## src/rtl/lstm_weight_loader_pkg.sv

```systemverilog
// Shared definitions for the LSTM parameter-memory loader: FSM states,
// parameter-bank IDs, bank count and error-cause codes.
package lstm_weight_loader_pkg;

   typedef enum logic [2:0] {
      ST_IDLE = 3'd0,
      ST_ADDR = 3'd1,
      ST_LEN  = 3'd2,
      ST_DATA = 3'd3,
      ST_CSUM = 3'd4
   } lwl_state_e;

   localparam int unsigned NUM_BANKS = 13;

   localparam logic [3:0] BANK_VO = 4'd0;
   localparam logic [3:0] BANK_UO = 4'd1;
   localparam logic [3:0] BANK_UI = 4'd2;
   localparam logic [3:0] BANK_UF = 4'd3;
   localparam logic [3:0] BANK_UK = 4'd4;
   localparam logic [3:0] BANK_WI = 4'd5;
   localparam logic [3:0] BANK_WO = 4'd6;
   localparam logic [3:0] BANK_WF = 4'd7;
   localparam logic [3:0] BANK_WK = 4'd8;
   localparam logic [3:0] BANK_BI = 4'd9;
   localparam logic [3:0] BANK_BO = 4'd10;
   localparam logic [3:0] BANK_BF = 4'd11;
   localparam logic [3:0] BANK_BK = 4'd12;

   localparam logic [1:0] ERR_NONE = 2'd0;
   localparam logic [1:0] ERR_BANK = 2'd1;
   localparam logic [1:0] ERR_CSUM = 2'd2;

   // A LEN byte of zero encodes a full 256-byte payload.
   function automatic logic [8:0] len_to_count(input logic [7:0] len);
      return (len == 8'd0) ? 9'd256 : {1'b0, len};
   endfunction

endpackage

```

## src/rtl/lstm_csum_acc.sv

```systemverilog
// Running modular-sum accumulator used for the frame checksum.
module lstm_csum_acc #(
   parameter int W = 8
) (
   input  logic         clk,
   input  logic         rst,
   input  logic         clr,
   input  logic         en,
   input  logic [W-1:0] din,
   output logic [W-1:0] sum
);

   logic [W-1:0] sum_q;

   // Clear wins over accumulate so a frame end can restart the sum in one cycle.
   always_ff @(posedge clk or posedge rst) begin
      if (rst)       sum_q <= '0;
      else if (clr)  sum_q <= '0;
      else if (en)   sum_q <= sum_q + din;
   end

   assign sum = sum_q;

endmodule

```

## src/rtl/lstm_weight_loader.sv

```systemverilog
// Frame-based loader that writes LSTM weights/biases into parameter banks.
//
//  state   | meaning
//  --------+-------------------------------------------------------------
//  IDLE    | waiting for the BANK byte of a new frame
//  ADDR    | waiting for the start address byte
//  LEN     | waiting for the length byte (0 means 256)
//  DATA    | payload bytes, one write per byte, counter runs down to 1
//  CSUM    | waiting for the checksum byte; frame status is reported next
module lstm_weight_loader
   import lstm_weight_loader_pkg::*;
#(
   parameter int NBANKS = NUM_BANKS,
   parameter int DW     = 8
) (
   input  logic          clk,
   input  logic          rst,
   input  logic          cen,
   input  logic [DW-1:0] s_data,
   input  logic          s_valid,
   output logic          s_ready,
   output logic          wr_en,
   output logic [3:0]    wr_bank,
   output logic [DW-1:0] wr_addr,
   output logic [DW-1:0] wr_data,
   output logic          busy,
   output logic          done,
   output logic          err,
   output logic [1:0]    err_code
);

   lwl_state_e    state_q;
   logic          bad_q;
   logic [3:0]    bank_q;
   logic [DW-1:0] addr_q;
   logic [8:0]    cnt_q;

   logic          wr_en_q;
   logic [3:0]    wr_bank_q;
   logic [DW-1:0] wr_addr_q;
   logic [DW-1:0] wr_data_q;
   logic          busy_q;
   logic          done_q;
   logic          err_q;
   logic [1:0]    err_code_q;

   logic          accept;
   logic          csum_clr;
   logic [DW-1:0] csum_sum;
   logic [DW-1:0] csum_total_d;
   logic          bank_bad_d;

   assign s_ready      = cen && !rst;
   assign accept       = s_valid && s_ready;
   assign csum_clr     = accept && (state_q == ST_CSUM);
   assign csum_total_d = csum_sum + s_data;
   assign bank_bad_d   = (s_data >= DW'(NBANKS));

   lstm_csum_acc #(.W(DW)) u_csum (
      .clk (clk),
      .rst (rst),
      .clr (csum_clr),
      .en  (accept),
      .din (s_data),
      .sum (csum_sum)
   );

   // Frame FSM with registered write port and status outputs.
   always_ff @(posedge clk or posedge rst) begin
      if (rst) begin
         state_q    <= ST_IDLE;
         bad_q      <= 1'b0;
         bank_q     <= '0;
         addr_q     <= '0;
         cnt_q      <= '0;
         wr_en_q    <= 1'b0;
         wr_bank_q  <= '0;
         wr_addr_q  <= '0;
         wr_data_q  <= '0;
         busy_q     <= 1'b0;
         done_q     <= 1'b0;
         err_q      <= 1'b0;
         err_code_q <= ERR_NONE;
      end else begin
         wr_en_q <= 1'b0;
         done_q  <= 1'b0;
         err_q   <= 1'b0;
         if (accept) begin
            case (state_q)
               ST_IDLE: begin
                  bad_q   <= bank_bad_d;
                  bank_q  <= s_data[3:0];
                  busy_q  <= 1'b1;
                  state_q <= ST_ADDR;
               end
               ST_ADDR: begin
                  addr_q  <= s_data;
                  state_q <= ST_LEN;
               end
               ST_LEN: begin
                  cnt_q   <= len_to_count(s_data[7:0]);
                  state_q <= ST_DATA;
               end
               ST_DATA: begin
                  // A bad-bank frame is consumed silently; the write bus stays quiet.
                  if (!bad_q) begin
                     wr_en_q   <= 1'b1;
                     wr_bank_q <= bank_q;
                     wr_addr_q <= addr_q;
                     wr_data_q <= s_data;
                  end
                  addr_q <= addr_q + 1'b1;
                  cnt_q  <= cnt_q - 9'd1;
                  if (cnt_q == 9'd1) state_q <= ST_CSUM;
               end
               ST_CSUM: begin
                  done_q  <= 1'b1;
                  busy_q  <= 1'b0;
                  state_q <= ST_IDLE;
                  if (bad_q) begin
                     err_q      <= 1'b1;
                     err_code_q <= ERR_BANK;
                  end else if (csum_total_d != '0) begin
                     err_q      <= 1'b1;
                     err_code_q <= ERR_CSUM;
                  end else begin
                     err_code_q <= ERR_NONE;
                  end
               end
               default: state_q <= ST_IDLE;
            endcase
         end
      end
   end

   assign wr_en    = wr_en_q;
   assign wr_bank  = wr_bank_q;
   assign wr_addr  = wr_addr_q;
   assign wr_data  = wr_data_q;
   assign busy     = busy_q;
   assign done     = done_q;
   assign err      = err_q;
   assign err_code = err_code_q;

endmodule

```

## config.mk

```make
export PLATFORM = sky130hd
export DESIGN_NAME = lstm_weight_loader
export DESIGN_NICKNAME = d
export VERILOG_FILES = /design/src/rtl/lstm_weight_loader_pkg.sv /design/src/rtl/lstm_csum_acc.sv /design/src/rtl/lstm_weight_loader.sv
export SDC_FILE = /design/constraint.sdc
export NUM_CORES = 1
export LEC_CHECK = 0
export ABC_AREA = 1
export BUFFER_PORTS_ARGS = -buffer_cell sky130_fd_sc_hd__buf_2
export CAP_MARGIN = 20
export CELL_PAD_IN_SITES_DETAIL_PLACEMENT = 1
export CELL_PAD_IN_SITES_GLOBAL_PLACEMENT = 1
export CORE_AREA = 3 3 107 78
export DETAILED_ROUTE_END_ITERATION = 16
export DIE_AREA = 0 0 110 81
export PLACE_DENSITY = 0.95
export SYNTH_ARGS = -nofsm -noshare
export SYNTH_HDL_FRONTEND = slang
export SYNTH_HIERARCHICAL = 1
export SYNTH_SLANG_ARGS = --single-unit
```

## constraint.sdc

```tcl
create_clock -name clk -period 4.45 [get_ports clk]
set_input_delay 0.2225 -clock clk [delete_from_list [all_inputs] [get_ports clk]]
set_output_delay 0.2225 -clock clk [all_outputs]
set_load 0.02 [all_outputs]
```

# [Yosys cells after proc, flatten, opt, wreduce, memory -nomap -nowiden]
# Cells that the tools add are included.
[totals] ff_bits=59 latchBits=0 mem_bits_rw=0 romBits=0 in_bits=12 out_inout_bits=27 wordCells=62 mem_count=0
[op_classes] add_sub_neg=3 multipliers=0 div_mod_pow=0 order_cmp=1 n_eq_ne=6 shift=0 mux=19 n_bitwise=1 reduce_logical=18
[op_table] operator="$pmux 9 s2" count=1
[op_table] operator="$mux 8" count=2
[op_table] operator="$pmux 8 s2" count=1
[op_table] operator="$pmux 3 s4" count=1
[op_table] operator="$reduce_and 2->1" count=6
[op_table] operator="$eq 9x1->1 const B" count=1
[op_table] operator="$mux 1" count=9
[op_table] operator="$mux 9" count=1
[op_table] operator="$sub 9x1->9 const B" count=1
[op_table] operator="$add 8x1->8 const B" count=1
[op_table] operator="$add 8x8->8" count=1
[op_table] operator="$ge 8x4->1 const B" count=1
[op_table] operator="$logic_not 8->1" count=1
[op_table] operator="$reduce_bool 2->1" count=4
[op_table] operator="$reduce_bool 8->1" count=1
[op_table] operator="$eq 3x2->1 const B" count=2
[op_table] operator="$mux 2" count=2
[op_table] operator="$eq 3x1->1 const B" count=1
[op_table] operator="$eq 3x3->1 const B" count=1
[op_table] operator="$logic_and 1x1->1" count=3
[op_table] operator="$logic_not 3->1" count=1
[op_table] operator="$mux 3" count=1
[op_table] operator="$reduce_and 3->1" count=1
[op_table] operator="$ne 2x2->1 const B" count=1
[op_table] operator="other kinds (3)" count=3

# [Logic depth before layout (Yosys ltp)]
# Gate-level depths: netlist (run 1).
[depth] ltp_word=6 ltp_mapped=13 ltp_nobuf=13

# [Hierarchy]
# The synthesis (run 1) kept the hierarchy.
[by_module_without_submodules] module="lstm_weight_loader" n_inst=1 cells_per_inst=346 area_per_inst_um2=2816.5 seq_area_each_um2=1276.2
[by_module_without_submodules] module="lstm_csum_acc" n_inst=1 cells_per_inst=80 area_per_inst_um2=618.1 seq_area_each_um2=200.2

# [Worst setup path after synthesis (run 1)]
# Ideal clock, no wire load.
[synth_path] path_type="reg2reg" startpoint="register u_csum.sum_q[0] (netlist: u_csum/sum[0])" endpoint="register err_q (netlist: err)" setup_ns=0.117 arrival_time_ns=1.734 required_ns=4.333 slack_ns=2.599 path_stages_with_launch=10 path_buffers=0 period_less_slack_ns=1.851 path_cell_list="dfrtp_1 ha_1 fa_1 or2_2 nor2_1 nand3_1 nor2_1 nand3_1 nand2_1 nand2_1"
[synth_via] elab_chain_cells=6
[synth_lines] item="start, declared" line_no="lstm_csum_acc.sv:13" rtl="logic [W-1:0] sum_q;"
[synth_lines] item="start signal, assigned" line_no="lstm_csum_acc.sv:19" rtl="else if (en) sum_q <= sum_q + din;"
[synth_lines] item="$add 8x8->8" line_no="lstm_weight_loader.sv:56" rtl="assign csum_total_d = csum_sum + s_data;"
[synth_lines] item="$reduce_bool 8->1" line_no="lstm_weight_loader.sv:123" rtl="end else if (csum_total_d != '0) begin"
[synth_lines] item="$mux 1" line_no="lstm_weight_loader.sv:123"
[synth_lines] item="$mux 1" line_no="lstm_weight_loader.sv:120" rtl="if (bad_q) begin"
[synth_lines] item="$mux 1" line_no="lstm_weight_loader.sv:89" rtl="case (state_q)"
[synth_lines] item="$mux 1" line_no="lstm_weight_loader.sv:88" rtl="if (accept) begin"
[synth_lines] item="end signal, assigned" line_no="lstm_weight_loader.sv:87" rtl="err_q <= 1'b0;"
[synth_lines] item="end signal, assigned" line_no="lstm_weight_loader.sv:121" rtl="err_q <= 1'b1;"
[synth_lines] item="end signal, assigned" line_no="lstm_weight_loader.sv:124" rtl="err_q <= 1'b1;"
[synth_lines] item="end, declared" line_no="lstm_weight_loader.sv:44" rtl="logic err_q;"
# Every way passes these cells.
# A chain may end at the register's enable or synchronous reset.

# [Worst setup path after layout (run 1)]
[layout_path] startpoint="input port rst" endpoint="register cnt_q[8]"
[layout_via] elab_chain_cells=4
[layout_lines] item="start, declared" line_no="lstm_weight_loader.sv:17" rtl="input logic rst,"
[layout_lines] item="$logic_not 1->1 (no line)"
[layout_lines] item="$logic_and 1x1->1" line_no="lstm_weight_loader.sv:53" rtl="assign s_ready = cen && !rst;"
[layout_lines] item="$logic_and 1x1->1" line_no="lstm_weight_loader.sv:54" rtl="assign accept = s_valid && s_ready;"
[layout_lines] item="$reduce_and 2->1 (no line)"
[layout_lines] item="end signal, assigned" line_no="lstm_weight_loader.sv:101" rtl="cnt_q <= len_to_count(s_data[7:0]);"
[layout_lines] item="end signal, assigned" line_no="lstm_weight_loader.sv:113" rtl="cnt_q <= cnt_q - 9'd1;"
[layout_lines] item="end, declared" line_no="lstm_weight_loader.sv:36" rtl="logic [8:0] cnt_q;"
# Every way passes these cells.

==> results of run 1 <==
==> final cells by class <==
| class | count | area, sq um | share of cell area |
|---|---|---|---|
| clock buffer | 10 | 138 | 0.0346 |
| clock inverter | 6 | 111 | 0.0280 |
| inverter | 59 | 224 | 0.0564 |
| multi-input combinational | 301 | 1680 | 0.423 |
| sequential | 59 | 1480 | 0.372 |
| tap | 98 | 123 | 0.0309 |
| timing repair buffer | 40 | 220 | 0.0554 |
==> through the flow <==
step                      cells   util  power (mW)  instance area, sq um
after floorplan             426      -        1.77                  3430
after global placement      555  0.505        2.02                  3690
after detailed placement    555  0.505        2.15                  3690
after CTS                   572  0.540        2.83                  3950
after global routing        573  0.543        3.04                  3970
final                       573  0.543        2.85                  3970
==> cell usage in the layout, fill, tap and decap left out, types with 3 or more instances in the layout <==
cell type / n
clkbuf_8: 10
nand3_1: 21
nand4_1: 4
ha_1: 17
o21ai_0: 22
o21ai_2: 15
a22oi_1: 6
a31oi_1: 5
bufinv_16: 3
nor2_1: 30
buf_2: 38
a21oi_1: 15
inv_1: 54
nand2_1: 121
inv_2: 4
o21ai_1: 3
xnor2_1: 3
xor2_1: 6
nand3b_1: 3
dfrtp_1: 59
o22ai_1: 3
nand2_2: 10
==> what timing repair did <==
action,4_1_cts,5_1_grt
setup endpoints to repair,0,0
hold endpoints to repair,8,0
hold buffers,1,0
resized for setup,0,0
==> path summary, 6_finish.rpt <==
kind | startpoint | endpoint | slack, ns
max reg2reg | u_csum/sum[0] | err_code[1] | 2.19
min reg2reg | wr_bank[3] | wr_bank[3] | 0.48
max in group asynchronous | rst | cnt_q[5] | 3.60
min in group asynchronous | rst | cnt_q[1] | 0.34
max | rst | cnt_q[8] | 2.17
min | s_data[4] | wr_data[4] | 0.19
==> cell families (layout without fill, tap and decap cells) <==
logic type | Yosys count | in the layout | share of synthesized area
and+or+nand+nor | 199 | 199 | 0.256
AOI/OAI and AO/OA | 74 | 74 | 0.137
buffers and inverters | 66 | 115 | 0.0805
DFF | 59 | 59 | 0.430
adders and majority gates | 19 | 19 | 0.0736
xor gates and xnor gates | 9 | 9 | 0.0230
==> worst max-delay path, cell delays in order <==
cell and delay [ns]:
dlygate4sd3_1 0.52, buf_2 0.14, nor2_1 0.13, nand2_1 0.19, nor2_1 0.61, inv_1 0.32
a21oi_1 0.28, a22oi_1 0.10
==> state kept, by name, summed over array words and instances (netlist names) <==
| signal | count |
|---|---|
| bank_q | 4 |
| busy | 1 |
| state_q | 3 |
| u_csum/sum | 8 |
| addr_q | 8 |
| wr_data | 8 |
| err_code | 2 |
| bad_q | 1 |
| done | 1 |
| wr_en | 1 |
| err | 1 |
| wr_bank | 4 |
| cnt_q | 9 |
| wr_addr | 8 |
==> cells in the mapped netlist, types with 4 or more instances <==
library cell / instances
o21ai_2: 15
dfrtp_1: 59
nand2_1: 121
a21oi_1: 15
xor2_1: 6
inv_1: 55
nand3_1: 21
nor2_1: 30
nand2_2: 10
ha_1: 17
a22oi_1: 6
o21ai_0: 22
a31oi_1: 5
nand4_1: 4
==> per-layer routing <==
| metal | GRT usage | wire, um |
|---|---|---|
| met2 | 0.438 | 5190 |
| met3 | 0.0604 | 658 |
| met1 | 0.335 | 4820 |
| met5 | 0 | 0 |
| met4 | 0.113 | 291 |
==> power groups by stage <==
| stage | clock network (mW) | registers (mW) | logic [mW] |
|---|---|---|---|
| finish | 0.636 | 0.950 | 1.26 |
| global route | 0.666 | 0.982 | 1.39 |
| CTS | 0.638 | 0.948 | 1.25 |
| detailed placement | 0 | 0.949 | 1.20 |
| global placement | 0 | 0.926 | 1.09 |
| floorplan | 0 | 0.998 | 0.772 |
==> flow_summary.ini, run 1 <==
[synth]
netlist_instances = 426
ys_warn_count = 6
synth_async_sr_flop_share = 1.00
synth.ff_latch_count = 59
synth_enable_flop_cells = 0
synth.avg_cell_area_sq_um = 8.06
ys_seq_area_frac = 0.430
synth_top_area_frac = 0.430
synth_ff_type = dfrtp_1
synth_fp_nets = 457
yosys.area.top_type = dfrtp_1
syn_area_sq_um = 3430
synth.top_cells.by_area = dfrtp_1 (43%), nand2_1 (13%), ha_1 (6.2%)
synth.distinct_cells = 36

[cells_and_area]
synthToLayoutAreaGrowth_pct = 15.7
drive_gt1_frac = 0.194
finalNetCount = 501
antenna-diode-count = 0
nFillCells = 919

[power]
total_leakage_power_nw = 2.13
internal_power_mw = 1.58
power.density_nw_per_um2 = 717
power_frac_clock = 0.223
ir_drop_v = 0.000296
pwr-share-seq = 0.333
switchingPower_mw = 1.27
switching_share = 0.446
combPwrFrac = 0.443

[min_path]
holdPathStages = 3
min_path_type = in2reg

[drt]
wl_per_cell_um = 19.1
drc = 0
viasPerCell = 5.66
drtIter0Drc = 210
vias = 3241
ant_nets = 0
drt-total-wl_um = 11000
drtPass1Iterations = 5

[cts]
worstSkewPairLatency_ns = 0.36
post_cts_buffers = 0
cts_tree = built
cts_htree_levels = 3
cts_sinks = 59
clk_pin_slew_ns = 0.07
cts_buffer_depth = 2
clockRootBuffer = clkbuf_8
cts_buffers = 9

[timing]
setup_tns_ns = 0
fin_ws_ns = 2.17
fin_skew_ns = 0.00853
hold_ws_ns = 0.190
slew_viol_final = 0
setup_violations = 0
timing.slew.headroom = 0.517
finalHoldViolCount = 0
rsz0062_at_grt = no
finalCritPeriodShare = 0.513
min_period_ns = 2.28
tightest_slew_ns = 0.722
max_freq_mhz = 438

[placement]
dp_hpwl_um = 7600
port_buffers = 38
post-place-ws_ns = 2.33
place_congestion = 0.891

[worst_setup_path]
cp_max_fo = 12
startpoint_type = input port
arrival_ns = 2.52
path_class = in2reg
crit_path_end_kind = flip-flop
cp.required_ns = 4.68
reg2regPathDepth = 9

[floorplan]
start_util = 0.469
num_rows = 26
die_h_um = 81
pin_count = 39
die_area_sq_um = 8910
core_sq_um = 7320
die_x_um = 110

[grt]
grt_usage = 0.265
grt_pass1_wl_um = 17900
grt_max_degree = 52
grt_pass1_vias = 3529
antenna_found_initial = 0
grt_overflow_total = 0

[status]
outcome = completed

[run]
maxCapViolCount = 0
Power figures use the tool's default switching activity.
==> inputs of run 2 (changes only) <==
--- a/config.mk
+++ b/config.mk
@@ -10,10 +10,10 @@
 export CAP_MARGIN = 20
 export CELL_PAD_IN_SITES_DETAIL_PLACEMENT = 1
 export CELL_PAD_IN_SITES_GLOBAL_PLACEMENT = 1
-export CORE_AREA = 3 3 107 78
+export CORE_AREA = 3 3 110 80
 export DETAILED_ROUTE_END_ITERATION = 16
-export DIE_AREA = 0 0 110 81
-export PLACE_DENSITY = 0.95
+export DIE_AREA = 0 0 113 83
+export PLACE_DENSITY = 0.91
 export SYNTH_ARGS = -nofsm -noshare
 export SYNTH_HDL_FRONTEND = slang
 export SYNTH_HIERARCHICAL = 1
==> constraint.sdc (replaced) <==
create_clock -name clk -period 2.2 [get_ports clk]
set_input_delay 0.11 -clock clk [delete_from_list [all_inputs] [get_ports clk]]
set_output_delay 0.11 -clock clk [all_outputs]
set_load 0.02 [all_outputs]
==> flow_summary.ini, run 2 (same netlist as run 1, synthesis figures left out) <==
[status]
outcome = completed

[drt]
drtPass1Iterations = 4
drc = 0
drt-total-wl_um = 10100
wl_per_cell_um = 17.4
viasPerCell = 5.40
vias = 3120
drtIter0Drc = 278
ant_nets = 0

[timing]
rsz0062_at_grt = no
setup_tns_ns = 0
setup_violations = 0
finalHoldViolCount = 0
slew_viol_final = 0
finalCritPeriodShare = 0.950
timing.slew.headroom = 0.561
min_period_ns = 2.09
fin_skew_ns = 0.00686
max_freq_mhz = 478
tightest_slew_ns = 0.658

[cells_and_area]
multiInputGateArea_sq_um = 1690
finalNetCount = 503
fin_cells = 578
seq_area_sq_um = 1480
antenna-diode-count = 0
largest_reg_flops = 9
drive_gt1_frac = 0.201
nFillCells = 979
top_register = cnt_q
synthToLayoutAreaGrowth_pct = 18.3
final_cell_mix = nand2_1 (121), dfrtp_1 (59), inv_1 (54), buf_2 (38), nor2_1 (29)
final_common_cell = nand2_1

[grt]
antenna_found_initial = 0
grt_pass1_vias = 3271
grt_max_degree = 52
grt_overflow_total = 0
grt_pass1_wl_um = 16800
grt_usage = 0.226

[cts]
cts_sinks = 59
worstSkewPairLatency_ns = 0.34
cts_htree_levels = 3
cts_buffers = 9
post_cts_buffers = 0
clk_pin_slew_ns = 0.06
cts_tree = built
clockRootBuffer = clkbuf_16
cts_buffer_depth = 2

[placement]
dp_hpwl_um = 7150
dp_cells = 561
port_buffers = 38
place_congestion = 0.844

[power]
pwr-share-seq = 0.323
internal_power_mw = 3.41
total_leakage_power_nw = 2.17
power.density_nw_per_um2 = 1460
switching_share = 0.426
ir_drop_v = 0.000502
combPwrFrac = 0.418
switchingPower_mw = 2.53
finalPower_mw = 5.94
power_frac_clock = 0.259

[floorplan]
die_area_sq_um = 9380
pin_count = 39
die_x_um = 113
num_rows = 27
core_sq_um = 7840
start_util = 0.438
die_h_um = 83

[worst_setup_path]
startpoint_type = flip-flop
worstPathCellList = ha_1, fa_1, or2_2, nor2_1, nand3_1, nor2_2, nand3_1, nand2_1, nand2_1
crit_path_end_kind = flip-flop
slowest_stage = fa_1
cp_max_fo = 3
crit_path_max_incr_delay_ns = 0.44
critPathBufInv = 0
path_class = reg2reg
arrival_ns = 2.32
cp.required_ns = 2.43
cp_top_family = simple AND/OR/NAND/NOR gates

[run]
maxCapViolCount = 0

[min_path]
min_path_type = in2reg
## run 2: power groups by stage
| stage | Sequential, mW | Combinational (mW) | Clock, mW |
|---|---|---|---|
| 6_report | 1.92 | 2.48 | 1.54 |
| 5_1_grt | 1.98 | 2.78 | 1.63 |
| 4_1_cts | 1.92 | 2.47 | 1.56 |
| 3_5_place_dp | 1.92 | 2.39 | 0 |
| 3_3_place_gp | 1.88 | 2.24 | 0 |
| 2_1_floorplan | 2.02 | 1.56 | 0 |
## run 2: path summary, 6_finish.rpt
kind / start / endpoint / slack, ns / cells after the start
worst max-delay path: u_csum/sum[0] / err / 0.11 / 9
worst min-delay path: s_data[4] / wr_data[4] / 0.11 / 3
worst max register to register: u_csum/sum[0] / err / 0.11 / 9
worst min register to register: wr_bank[1] / wr_bank[1] / 0.46 / 2
max in group asynchronous: rst / bank_q[0] / 1.23 / 4
min in group asynchronous: rst / u_csum/sum[7] / 0.32 / 3
## run 2: metrics by stage
step | cell area, sq um | hold slack, ns | utilization | setup slack (ns)
3_3_place_gp | 3720 | 0.125 | 0.475 | 0.194
6_report | 4060 | 0.107 | 0.519 | 0.110
2_1_floorplan | 3430 | -0.0743 | - | 0.349
4_1_cts | 4060 | 0.0901 | 0.518 | 0.107
5_1_grt | 4060 | 0.0958 | 0.519 | 0.00130
3_5_place_dp | 3720 | 0.133 | 0.475 | 0.144
## run 2: per-layer routing
| layer | track usage | wire [um] |
|---|---|---|
| met5 | 0 | 0 |
| met4 | 0.0568 | 112 |
| met2 | 0.362 | 4820 |
| met3 | 0.0524 | 534 |
| met1 | 0.309 | 4590 |
## run 2: tightest hold or removal path, stage by stage
cell and delay (ns):
buf_2 0.13, inv_1 0.10, o21ai_2 0.07
## run 2: area by class of cell
type	count	share of cell area
Clock buffer	9	0.0554
Clock inverter	7	0.0246
Inverter	59	0.0551
Multi-Input combinational cell	301	0.416
Sequential cell	59	0.363
Tap cell	101	0.0311
Timing Repair Buffer	42	0.0548
## run 2: timing repair
action                                  4_1_cts  5_1_grt
gates resized for setup                       0        2
endpoints found under the hold margin        13        0
endpoints found under the setup margin        0        4
hold buffers                                  1        0
==> inputs of run 3 (changes only) <==
--- a/config.mk
+++ b/config.mk
@@ -6,14 +6,14 @@
 export NUM_CORES = 1
 export LEC_CHECK = 0
 export ABC_AREA = 1
-export BUFFER_PORTS_ARGS = -buffer_cell sky130_fd_sc_hd__buf_2
 export CAP_MARGIN = 20
 export CELL_PAD_IN_SITES_DETAIL_PLACEMENT = 1
 export CELL_PAD_IN_SITES_GLOBAL_PLACEMENT = 1
-export CORE_AREA = 3 3 110 80
+export CORE_AREA = 3 3 107 78
 export DETAILED_ROUTE_END_ITERATION = 16
-export DIE_AREA = 0 0 113 83
-export PLACE_DENSITY = 0.91
+export DIE_AREA = 0 0 110 81
+export DONT_BUFFER_PORTS = 1
+export PLACE_DENSITY = 0.89
 export SYNTH_ARGS = -nofsm -noshare
 export SYNTH_HDL_FRONTEND = slang
 export SYNTH_HIERARCHICAL = 1
==> flow_summary.ini, run 3 (same netlist as run 1, synthesis figures left out) <==
[status]
outcome = completed

[cts]
clockRootBuffer = clkbuf_8
cts_buffers = 9
cts_sinks = 59
clk_pin_slew_ns = 0.07
worstSkewPairLatency_ns = 0.35
cts_htree_levels = 3
post_cts_buffers = 0
cts_buffer_depth = 2
cts_tree = built

[grt]
grt_pass1_vias = 3188
antenna_found_initial = 0
grt_usage = 0.247
grt_pass1_wl_um = 16600
grt_overflow_total = 0
grt_max_degree = 39

[worst_setup_path]
cp_top_family = simple AND/OR/NAND/NOR gates
cp_max_fo = 3
cp.required_ns = 2.43
path_class = reg2reg
crit_path_max_incr_delay_ns = 0.44
worstPathCellList = ha_2, fa_1, or2_2, nor2_1, nand3_1, nor2_1, nand3_1, nand2_1, nand2_1
slowest_stage = fa_1
arrival_ns = 2.26
crit_path_end_kind = flip-flop
critPathBufInv = 0
startpoint_type = flip-flop

[min_path]
min_path_type = in2reg

[drt]
drtPass1Iterations = 5
drtIter0Drc = 244
vias = 3074
wl_per_cell_um = 18.6
viasPerCell = 5.62
ant_nets = 0
drt-total-wl_um = 10200
drc = 0

[cells_and_area]
final_cell_mix = nand2_1 (121), dfrtp_1 (59), inv_1 (54), nor2_1 (30), o21ai_0 (22)
seq_area_sq_um = 1480
synthToLayoutAreaGrowth_pct = 11.7
nFillCells = 910
antenna-diode-count = 0
largest_reg_flops = 9
final_common_cell = nand2_1
finalNetCount = 475
drive_gt1_frac = 0.131
top_register = cnt_q
multiInputGateArea_sq_um = 1680

[floorplan]
die_x_um = 110
core_sq_um = 7320
pin_count = 39
die_area_sq_um = 8910
start_util = 0.469
die_h_um = 81
num_rows = 26

[run]
maxCapViolCount = 0

[timing]
max_freq_mhz = 494
setup_violations = 0
finalCritPeriodShare = 0.920
min_period_ns = 2.02
rsz0062_at_grt = no
timing.slew.headroom = 0.478
setup_tns_ns = 0
tightest_slew_ns = 0.782
slew_viol_final = 0
fin_skew_ns = 0.0116
finalHoldViolCount = 0

[power]
ir_drop_v = 0.000509
total_leakage_power_nw = 1.97
finalPower_mw = 5.28
power.density_nw_per_um2 = 1380

[placement]
port_buffers = 0
dp_hpwl_um = 7270
place_congestion = 0.909
-- run 3: path summary, 6_finish.rpt --
kind                          startpoint             to  slack [ns]  cells after the start
max in group asynchronous            rst     wr_data[2]        1.20                      3
min in group asynchronous            rst  u_csum/sum[0]        0.22                      2
hold / removal                 s_data[3]          bad_q        0.05                      2
hold reg to reg                bank_q[2]     wr_bank[2]        0.49                      2
setup reg to reg           u_csum/sum[0]    err_code[1]        0.18                      9
setup / recovery           u_csum/sum[0]    err_code[1]        0.18                      9
-- run 3: layout make-up --
class                      instances  area share
clock buffer                       9      0.0323
clock inverter                     7      0.0199
inverter                          59      0.0584
multi-input combinational        301       0.439
sequential                        59       0.385
tap                               98      0.0320
timing repair buffer              14      0.0333
-- run 3: layer usage --
layer	routed length, um	up-vias	global-route usage
met3	760	24	0.0651
met2	4830	129	0.410
met1	4410	1507	0.319
met5	0	-	0
met4	195	0	0.0685
li1	-	1414	-
-- run 3: through the flow --
step,instances,setup slack (ns),area [sq um],util,hold WS [ns]
after floorplan,426,0.349,3430,-,-0.0743
after global placement,522,0.265,3540,0.484,-0.0178
after detailed placement,522,0.144,3540,0.484,-0.00601
after CTS,547,0.121,3830,0.524,0.0398
after global routing,547,0.0356,3830,0.524,0.0425
final,547,0.175,3830,0.524,0.0462
-- run 3: power breakdown --
part | switching, mW | internal, mW | total [mW]
sequential | 0.638 | 1.52 | 2.15
clock | 0.499 | 0.528 | 1.03
combinational | 1.31 | 0.785 | 2.09
total | 2.45 | 2.83 | 5.28
-- run 3: timing repair --
| action | CTS | global route |
|---|---|---|
| resized for setup | 0 | 1 |
| endpoints found under the hold margin | 57 | 0 |
| setup endpoints to repair | 0 | 1 |
| hold buffers | 9 | 0 |
